<file path="src/rtl/led_scroller.sv">
// Column feeder for the 4x8 LED matrix driver: buffers column bytes in a FIFO
// and scrolls the 32-bit display word left one column every FRAMES_PER_STEP frames.
module led_scroller #(
   parameter  int FRAMES_PER_STEP = 8,
   parameter  int FIFO_DEPTH      = 8,
   localparam int AW              = $clog2(FIFO_DEPTH)
) (
   input  logic          clk,
   input  logic          rst_n,
   input  logic [7:0]    in_data,
   input  logic          in_valid,
   output logic          in_ready,
   input  logic          frame_tick,
   input  logic          enable,
   input  logic          clear,
   output logic [31:0]   data,
   output logic          step_tick,
   output logic          underrun,
   output logic [AW:0]   fifo_level
);

   localparam logic [7:0] LAST_FRAME = 8'(FRAMES_PER_STEP - 1);

   logic [7:0]  r_mem [FIFO_DEPTH];
   logic [AW:0] r_wr_ptr;
   logic [AW:0] r_rd_ptr;
   logic [7:0]  r_cnt;
   logic [31:0] r_data;
   logic        r_step;
   logic        r_under;

   logic        w_empty;
   logic        w_full;
   logic        w_push;
   logic        w_frame;
   logic        w_fire;
   logic        w_pop;
   logic [7:0]  w_col;

   // Pointers carry one extra wrap bit so full and empty are distinguishable.
   assign w_empty = (r_wr_ptr == r_rd_ptr);
   assign w_full  = (r_wr_ptr[AW] != r_rd_ptr[AW]) &&
                    (r_wr_ptr[AW-1:0] == r_rd_ptr[AW-1:0]);
   assign w_push  = in_valid && !w_full;
   assign w_frame = frame_tick && enable;
   assign w_fire  = w_frame && (r_cnt == LAST_FRAME);
   assign w_pop   = w_fire && !w_empty;
   assign w_col   = w_empty ? 8'h00 : r_mem[r_rd_ptr[AW-1:0]];

   always_ff @(posedge clk) begin
      if (w_push) r_mem[r_wr_ptr[AW-1:0]] <= in_data;
   end

   always_ff @(posedge clk or negedge rst_n) begin
      if (!rst_n) begin
         r_wr_ptr <= '0;
         r_rd_ptr <= '0;
         r_cnt    <= '0;
         r_data   <= '0;
         r_step   <= 1'b0;
         r_under  <= 1'b0;
      end else if (clear) begin
         r_wr_ptr <= '0;
         r_rd_ptr <= '0;
         r_cnt    <= '0;
         r_data   <= '0;
         r_step   <= 1'b0;
         r_under  <= 1'b0;
      end else begin
         r_step  <= w_fire;
         r_under <= w_fire && w_empty;
         if (w_push)  r_wr_ptr <= r_wr_ptr + 1'b1;
         if (w_pop)   r_rd_ptr <= r_rd_ptr + 1'b1;
         if (w_frame) r_cnt    <= w_fire ? 8'd0 : r_cnt + 8'd1;
         if (w_fire)  r_data   <= {r_data[23:0], w_col};
      end
   end

   assign in_ready   = !w_full;
   assign data       = r_data;
   assign step_tick  = r_step;
   assign underrun   = r_under;
   assign fifo_level = r_wr_ptr - r_rd_ptr;

endmodule
</file>
<file path="config.mk">
export PLATFORM = sky130hd
export DESIGN_NAME = led_scroller
export DESIGN_NICKNAME = d
export VERILOG_FILES = /design/src/rtl/led_scroller.sv
export SDC_FILE = /design/constraint.sdc
export NUM_CORES = 1
export LEC_CHECK = 0
export CORE_ASPECT_RATIO = 1.2
export CORE_MARGIN = 4
export CORE_UTILIZATION = 35
export CTS_CLUSTER_DIAMETER = 40
export CTS_CLUSTER_SIZE = 20
export DETAILED_ROUTE_END_ITERATION = 7
export PLACE_DENSITY = 0.65
export SLEW_MARGIN = 0
export SYNTH_ARGS = -nofsm -noshare
export SYNTH_HDL_FRONTEND = slang
export SYNTH_SLANG_ARGS = --single-unit
</file>
<file path="constraint.sdc">
create_clock -name clk -period 3.8 [get_ports clk]
set_clock_uncertainty 0.2 [all_clocks]
set_input_delay 0.76 -clock clk [delete_from_list [all_inputs] [get_ports clk]]
set_output_delay 0.76 -clock clk [all_outputs]
set_load 0.05 [all_outputs]
</file>
==> impl_metrics.json, run 1 <==
{
  "outcome": "finished, final reports clean",
  "io_buffers": 52,
  "drt-pass1-iter-count": 4,
  "pwr-share-comb": 0.035,
  "grt_start_max_net_pins": 51,
  "fin_crit_sh": 0.836,
  "hpwl_mm": 6.43,
  "coreArea_um2": 13200,
  "drive_gt1_frac": 0.172,
  "rows": 46,
  "synth_cells": 340,
  "cts-hold-fix-buffers": 0,
  "die-area_um2": 15500,
  "drc_errors": 0,
  "p_clk_frac": 0.524,
  "cts_tree": "yes",
  "drv_cap": 0,
  "drv_slew": 0,
  "fin_ws_ps": 621,
  "antenna_found_initial": 0,
  "totalWireLength_mm": 10.1,
  "yosysWarnings": 0,
  "cp-start-kind": "flop",
  "pwr-share-seq": 0.441,
  "net-switching-power_w": 0.000681,
  "timing.hold.ws_ps": 318,
  "die_h_um": 135,
  "synthesis.area_um2": 4730,
  "cts_sinks": 114,
  "place.gp.congestion": 0.741,
  "vias": 2971,
  "grt-ovfl-total": 0,
  "ctsHtreeMaxLevel": 4,
  "cts_root_buffer": "clkbuf_16",
  "criticalPathCategory": "reg -> out",
  "syn_nets": 362,
  "clk_latency_ps": 410,
  "clock_path_buffers": 2,
  "synth_cell_types": 39,
  "peakVddDrop_mv": 0.273,
  "finalHoldViolations": 0,
  "crit_arrival_ps": 2220,
  "cts_resized": 0,
  "grt_pass1_vias": 3079,
  "fin_util": 0.458,
  "fmax_ghz": 0.315,
  "die_x_um": 114,
  "required_ps": 2840,
  "wl_per_cell_um": 17.3,
  "setup_violations": 0,
  "initial_core_util": 0.357,
  "grt.total_usage": 0.140,
  "endpoint_kind": "output pin",
  "vias_per_cell": 5.06,
  "path_max_fanout": 10,
  "p_per_area_nw_per_um2": 499,
  "drt_iter0_markers": 256,
  "fin_nets": 428,
  "ys_seq_elements": 114,
  "syn2layout_area_growth_pct": 28.2,
  "p_int_w": 0.00235,
  "clk_pin_slew_ps": 60,
  "most-common-layout-cells": "64 x edfxtp_1, 58 x nand2_1, 50 x dfrtp_1",
  "max-slew-margin-rel": 0.248,
  "fin_tns_setup_ps": 0,
  "post_cts_buffers": 0,
  "final_common_cell": "edfxtp_1",
  "final.min_clock_period_ps": 3180,
  "n_antenna_cell": 0,
  "cts_inserted_buffers": 17,
  "ant_nets": 0,
  "top_level_ports": 53,
  "rsz0062_at_grt": "no",
  "ys_seq_area_frac": 0.671,
  "final_cell_count_no_fill": 587,
  "grt_pass1_wl_mm": 16.4,
  "place_inst": 555,
  "hold_class": "reg -> reg",
  "synth.avg_cell_area_um2": 13.9,
  "tightest_slew_ps": 1130,
  "switching_share": 0.225,
  "p_leak_nw": 2.28,
  "pre_cts_slack_ps": 749
}
==> logic make-up after synthesis <==
group                    count (synthesis)  synth area share
flip-flops                             114             0.671
AND/OR/NAND/NOR                        104             0.101
AO/OA/AOI/OAI                           51            0.0650
buffers and inverters                   27            0.0251
multiplexers                            24            0.0931
XOR/XNOR                                12            0.0222
adder cells (fa/ha/maj)                  8            0.0227
==> synthesized netlist by cell type <==
cell type      instances  area [um^2]
o21ai_0                4         20.0
or4b_4                 1         13.8
mux2i_1                8         80.1
o41ai_1                1         8.76
nand2_1               58          218
buf_4                  2         15.0
a41oi_1                1         8.76
o2bb2ai_1              8         70.1
or3_2                  1         7.51
nand3_1                6         30.0
or4_1                  4         30.0
o31ai_1                3         22.5
dfrtp_1               50         1250
a21o_1                 2         15.0
nor4_2                 1         12.5
or2b_2                 1         8.76
a21oi_1               31          155
and3_2                 1         7.51
or3_1                  1         6.26
nor2_1                17         63.8
xor2_1                 7         61.3
nor3_1                 2         10.0
xnor2_1                5         43.8
nor4b_1                1         8.76
clkbuf_1              11         41.3
clkbuf_2               2         10.0
o211ai_1               1         7.51
inv_1                  8         30.0
fa_1                   1         20.0
mux4_2                16          360
nand4_1                5         31.3
edfxtp_1              64         1920
inv_2                  1         3.75
ha_1                   7         87.6
nand2b_1               3         18.8
buf_2                  2         10.0
nor4_1                 1         6.26
and3_1                 1         6.26
dlygate4sd1_1          1         8.76
==> power by group through the flow <==
stage / Clock [W] / Sequential (W) / Combinational [W]
after CTS: 0.00161 / 0.00134 / 0.000109
after global routing: 0.00166 / 0.00134 / 0.000118
after detailed placement: 0 / 0.00136 / 0.000108
after global placement: 0 / 0.00136 / 0.000104
final: 0.00159 / 0.00134 / 0.000107
after floorplan: 0 / 0.00136 / 0.0000528
==> worst max-delay path: stages (launching register included) <==
cell and delay (ps):
dfrtp_1 460, inv_2 300, ha_1 330, a21o_1 170
a21oi_1 190, xnor2_1 140, buf_4 220
==> area by class of cell <==
cell class,instances,area (um^2)
well taps,168,210
clock inverters,15,173
fillers,1184,7170
inverters,9,33.8
flip-flops and latches,114,3170
repair buffers,65,603
clock buffers,17,425
multi-input cells,199,1450
==> stage by stage <==
| stage | total power [W] | area [um^2] |
|---|---|---|
| 6_report | 0.00303 | 6070 |
| 3_5_place_dp | 0.00147 | 5470 |
| 2_1_floorplan | 0.00141 | 4730 |
| 3_3_place_gp | 0.00146 | 5470 |
| 4_1_cts | 0.00305 | 6070 |
| 5_1_grt | 0.00312 | 6070 |
==> flip-flops by register name, indices dropped and copies added, names as in the netlist <==
register	cells
r_mem	64
step_tick	1
r_rd_ptr	4
r_wr_ptr	4
r_cnt	8
underrun	1
data	32
==> per-layer routing <==
layer | part of all wire | vias up | routed length [um] | GRT usage
li1 | - | 1387 | - | -
met1 | 0.42 | 1506 | 4270 | 0.176
met2 | 0.53 | 70 | 5330 | 0.230
met3 | 0.041 | 8 | 417 | 0.0326
met4 | 0.011 | 0 | 110 | 0.0620
met5 | 0 | - | 0 | 0
==> worst paths after layout <==
| kind | startpoint | endpoint | slack, ps | cells after the start |
|---|---|---|---|---|
| max reg2reg | r_cnt[0]$_DFFE_PN0P_ | r_rd_ptr[3]$_DFFE_PN0P_ | 1090 | 5 |
| min reg2reg | data[24]$_DFFE_PN0P_ | data[24]$_DFFE_PN0P_ | 320 | 2 |
| min in group asynchronous | rst_n | r_cnt[2]$_DFFE_PN0P_ | 370 | 1 |
| max | r_rd_ptr[1]$_DFFE_PN0P_ | fifo_level[3] | 620 | 6 |
| max in group asynchronous | rst_n | data[9]$_DFFE_PN0P_ | 2320 | 1 |
| min | data[24]$_DFFE_PN0P_ | data[24]$_DFFE_PN0P_ | 320 | 2 |
Power figures use the tool's default switching activity.
==> run 2: changes to the inputs <==
Clock period 3.8 ns to 3 ns, I/O delays scaled along.
==> impl_metrics.json, run 2 (same netlist as run 1, synthesis figures left out) <==
{
  "outcome": "finished, final reports clean",
  "fin_crit_sh": 0.929,
  "max-slew-margin-rel": 0.649,
  "hpwl_mm": 6.52,
  "initial_core_util": 0.357,
  "totalWireLength_mm": 9.84,
  "rows": 46,
  "top_level_ports": 53,
  "drt_iter0_markers": 180,
  "cp-start-kind": "flop",
  "critPathTopFamily": "flip-flops",
  "drive_gt1_frac": 0.184,
  "die_x_um": 114,
  "drt-pass1-iter-count": 4,
  "vias": 2935,
  "cts_root_buffer": "clkbuf_16",
  "coreArea_um2": 13200,
  "die_h_um": 135,
  "ant_nets": 0,
  "rsz0062_at_grt": "no",
  "vias_per_cell": 4.96,
  "critical-path-max-stage-delay_ps": 490,
  "drc_errors": 0,
  "path_max_fanout": 9,
  "tightest_slew_ps": 525,
  "hold_class": "reg -> reg",
  "peakVddDrop_mv": 0.361,
  "cts_tree": "yes",
  "clk_latency_ps": 410,
  "final_area_um2": 6170,
  "worst-path-buf-inv": 1,
  "finalHoldViolations": 0,
  "grt_pass1_wl_mm": 16.4,
  "place.gp.congestion": 0.756,
  "cp_slowest_cell": "dfrtp_1",
  "cts_sinks": 114,
  "fin_nets": 433,
  "n_antenna_cell": 0,
  "criticalPathCategory": "reg -> out",
  "syn2layout_area_growth_pct": 30.3,
  "multi_input_area_um2": 1460,
  "most-common-layout-cells": "64 x edfxtp_1, 58 x nand2_1, 50 x dfrtp_1",
  "endpoint_kind": "output pin",
  "ctsHtreeMaxLevel": 4,
  "grt-ovfl-total": 0,
  "crit_arrival_ps": 1990,
  "wl_per_cell_um": 16.6,
  "largest_reg_flops": 64,
  "drv_cap": 0,
  "drv_slew": 0,
  "clock_path_buffers": 2,
  "dpl_cell_area_um2": 5570,
  "clk_pin_slew_ps": 60,
  "path_cells": "ha_1 > a21o_1 > a21oi_1 > xnor2_1 > buf_12",
  "setup_violations": 0,
  "regArea_um2": 3170,
  "final_common_cell": "edfxtp_1",
  "cts_inserted_buffers": 17,
  "die-area_um2": 15500,
  "grt_start_max_net_pins": 28,
  "fin_tns_setup_ps": 0,
  "final.min_clock_period_ps": 2790,
  "grt_pass1_vias": 3068,
  "fmax_ghz": 0.359,
  "p_per_area_nw_per_um2": 614,
  "io_buffers": 52,
  "grt.total_usage": 0.139,
  "rrSetupSlack_ps": 290,
  "p_leak_nw": 2.34,
  "antenna_found_initial": 0,
  "nFillCells": 1175,
  "required_ps": 2200
}
-- run 2: worst paths after layout --
path | start | end | cells after the start
worst max-delay path | r_wr_ptr[1]$_DFFE_PN0P_ | fifo_level[3] | 5
worst max register to register | r_cnt[0]$_DFFE_PN0P_ | r_rd_ptr[3]$_DFFE_PN0P_ | 5
worst min register to register | data[29]$_DFFE_PN0P_ | data[29]$_DFFE_PN0P_ | 2
worst min-delay path | data[29]$_DFFE_PN0P_ | data[29]$_DFFE_PN0P_ | 2
max in group asynchronous | rst_n | data[0]$_DFFE_PN0P_ | 3
min in group asynchronous | rst_n | r_cnt[3]$_DFFE_PN0P_ | 2
-- run 2: repair_timing --
item	4_1_cts	5_1_grt
setup endpoints to repair	0	0
setup buffers	0	0
endpoints found under the hold margin	17	0
resized for setup	0	0
hold buffers	1	0
-- run 2: area by class of cell --
cell class	count	area share
repair buffers	70	0.114
clock inverters	12	0.0195
well taps	168	0.0341
clock buffers	20	0.0759
flip-flops and latches	114	0.515
inverters	9	0.00548
multi-input cells	199	0.237
-- run 2: worst register-to-register path: stages (launching register included) --
cell and delay [ps]:
dfrtp_1 430, ha_1 210, or4b_4 500, or4_1 620, or4_1 500, a21oi_1 160
-- run 2: per-stage QoR --
| stage | total power (W) | hold WS (ps) | setup slack (ps) | utilization | instances |
|---|---|---|---|---|---|
| floorplan | 0.00179 | 104 | 69.6 | - | 340 |
| global placement | 0.00186 | 305 | 149 | 0.421 | 559 |
| detailed placement | 0.00187 | 316 | 128 | 0.421 | 559 |
| CTS | 0.00382 | 323 | 199 | 0.466 | 592 |
| global route | 0.00392 | 336 | 94.8 | 0.466 | 592 |
| finish | 0.00378 | 322 | 214 | 0.466 | 592 |
-- run 2: where the power goes --
group | leakage, nW | internal, W | switching [W]
logic | 0.767 | 0.0000571 | 0.0000887
registers | 1.28 | 0.00168 | 0.0000103
clock network | 0.291 | 0.00122 | 0.000723
total | 2.34 | 0.00296 | 0.000822
-- run 2: metal layers --
| metal | wire, um | track usage | vias to the layer above |
|---|---|---|---|
| li1 | - | - | 1399 |
| met1 | 4240 | 0.173 | 1469 |
| met2 | 5080 | 0.232 | 56 |
| met3 | 373 | 0.0384 | 11 |
| met4 | 140 | 0.0535 | 0 |
| met5 | 0 | 0 | - |
==> run 3: changes to the inputs <==
Settings changed: SLEW_MARGIN 0 to 20.
==> results of run 3 <==
No change in the layout: final DEF, timing and power equal those of run 2.
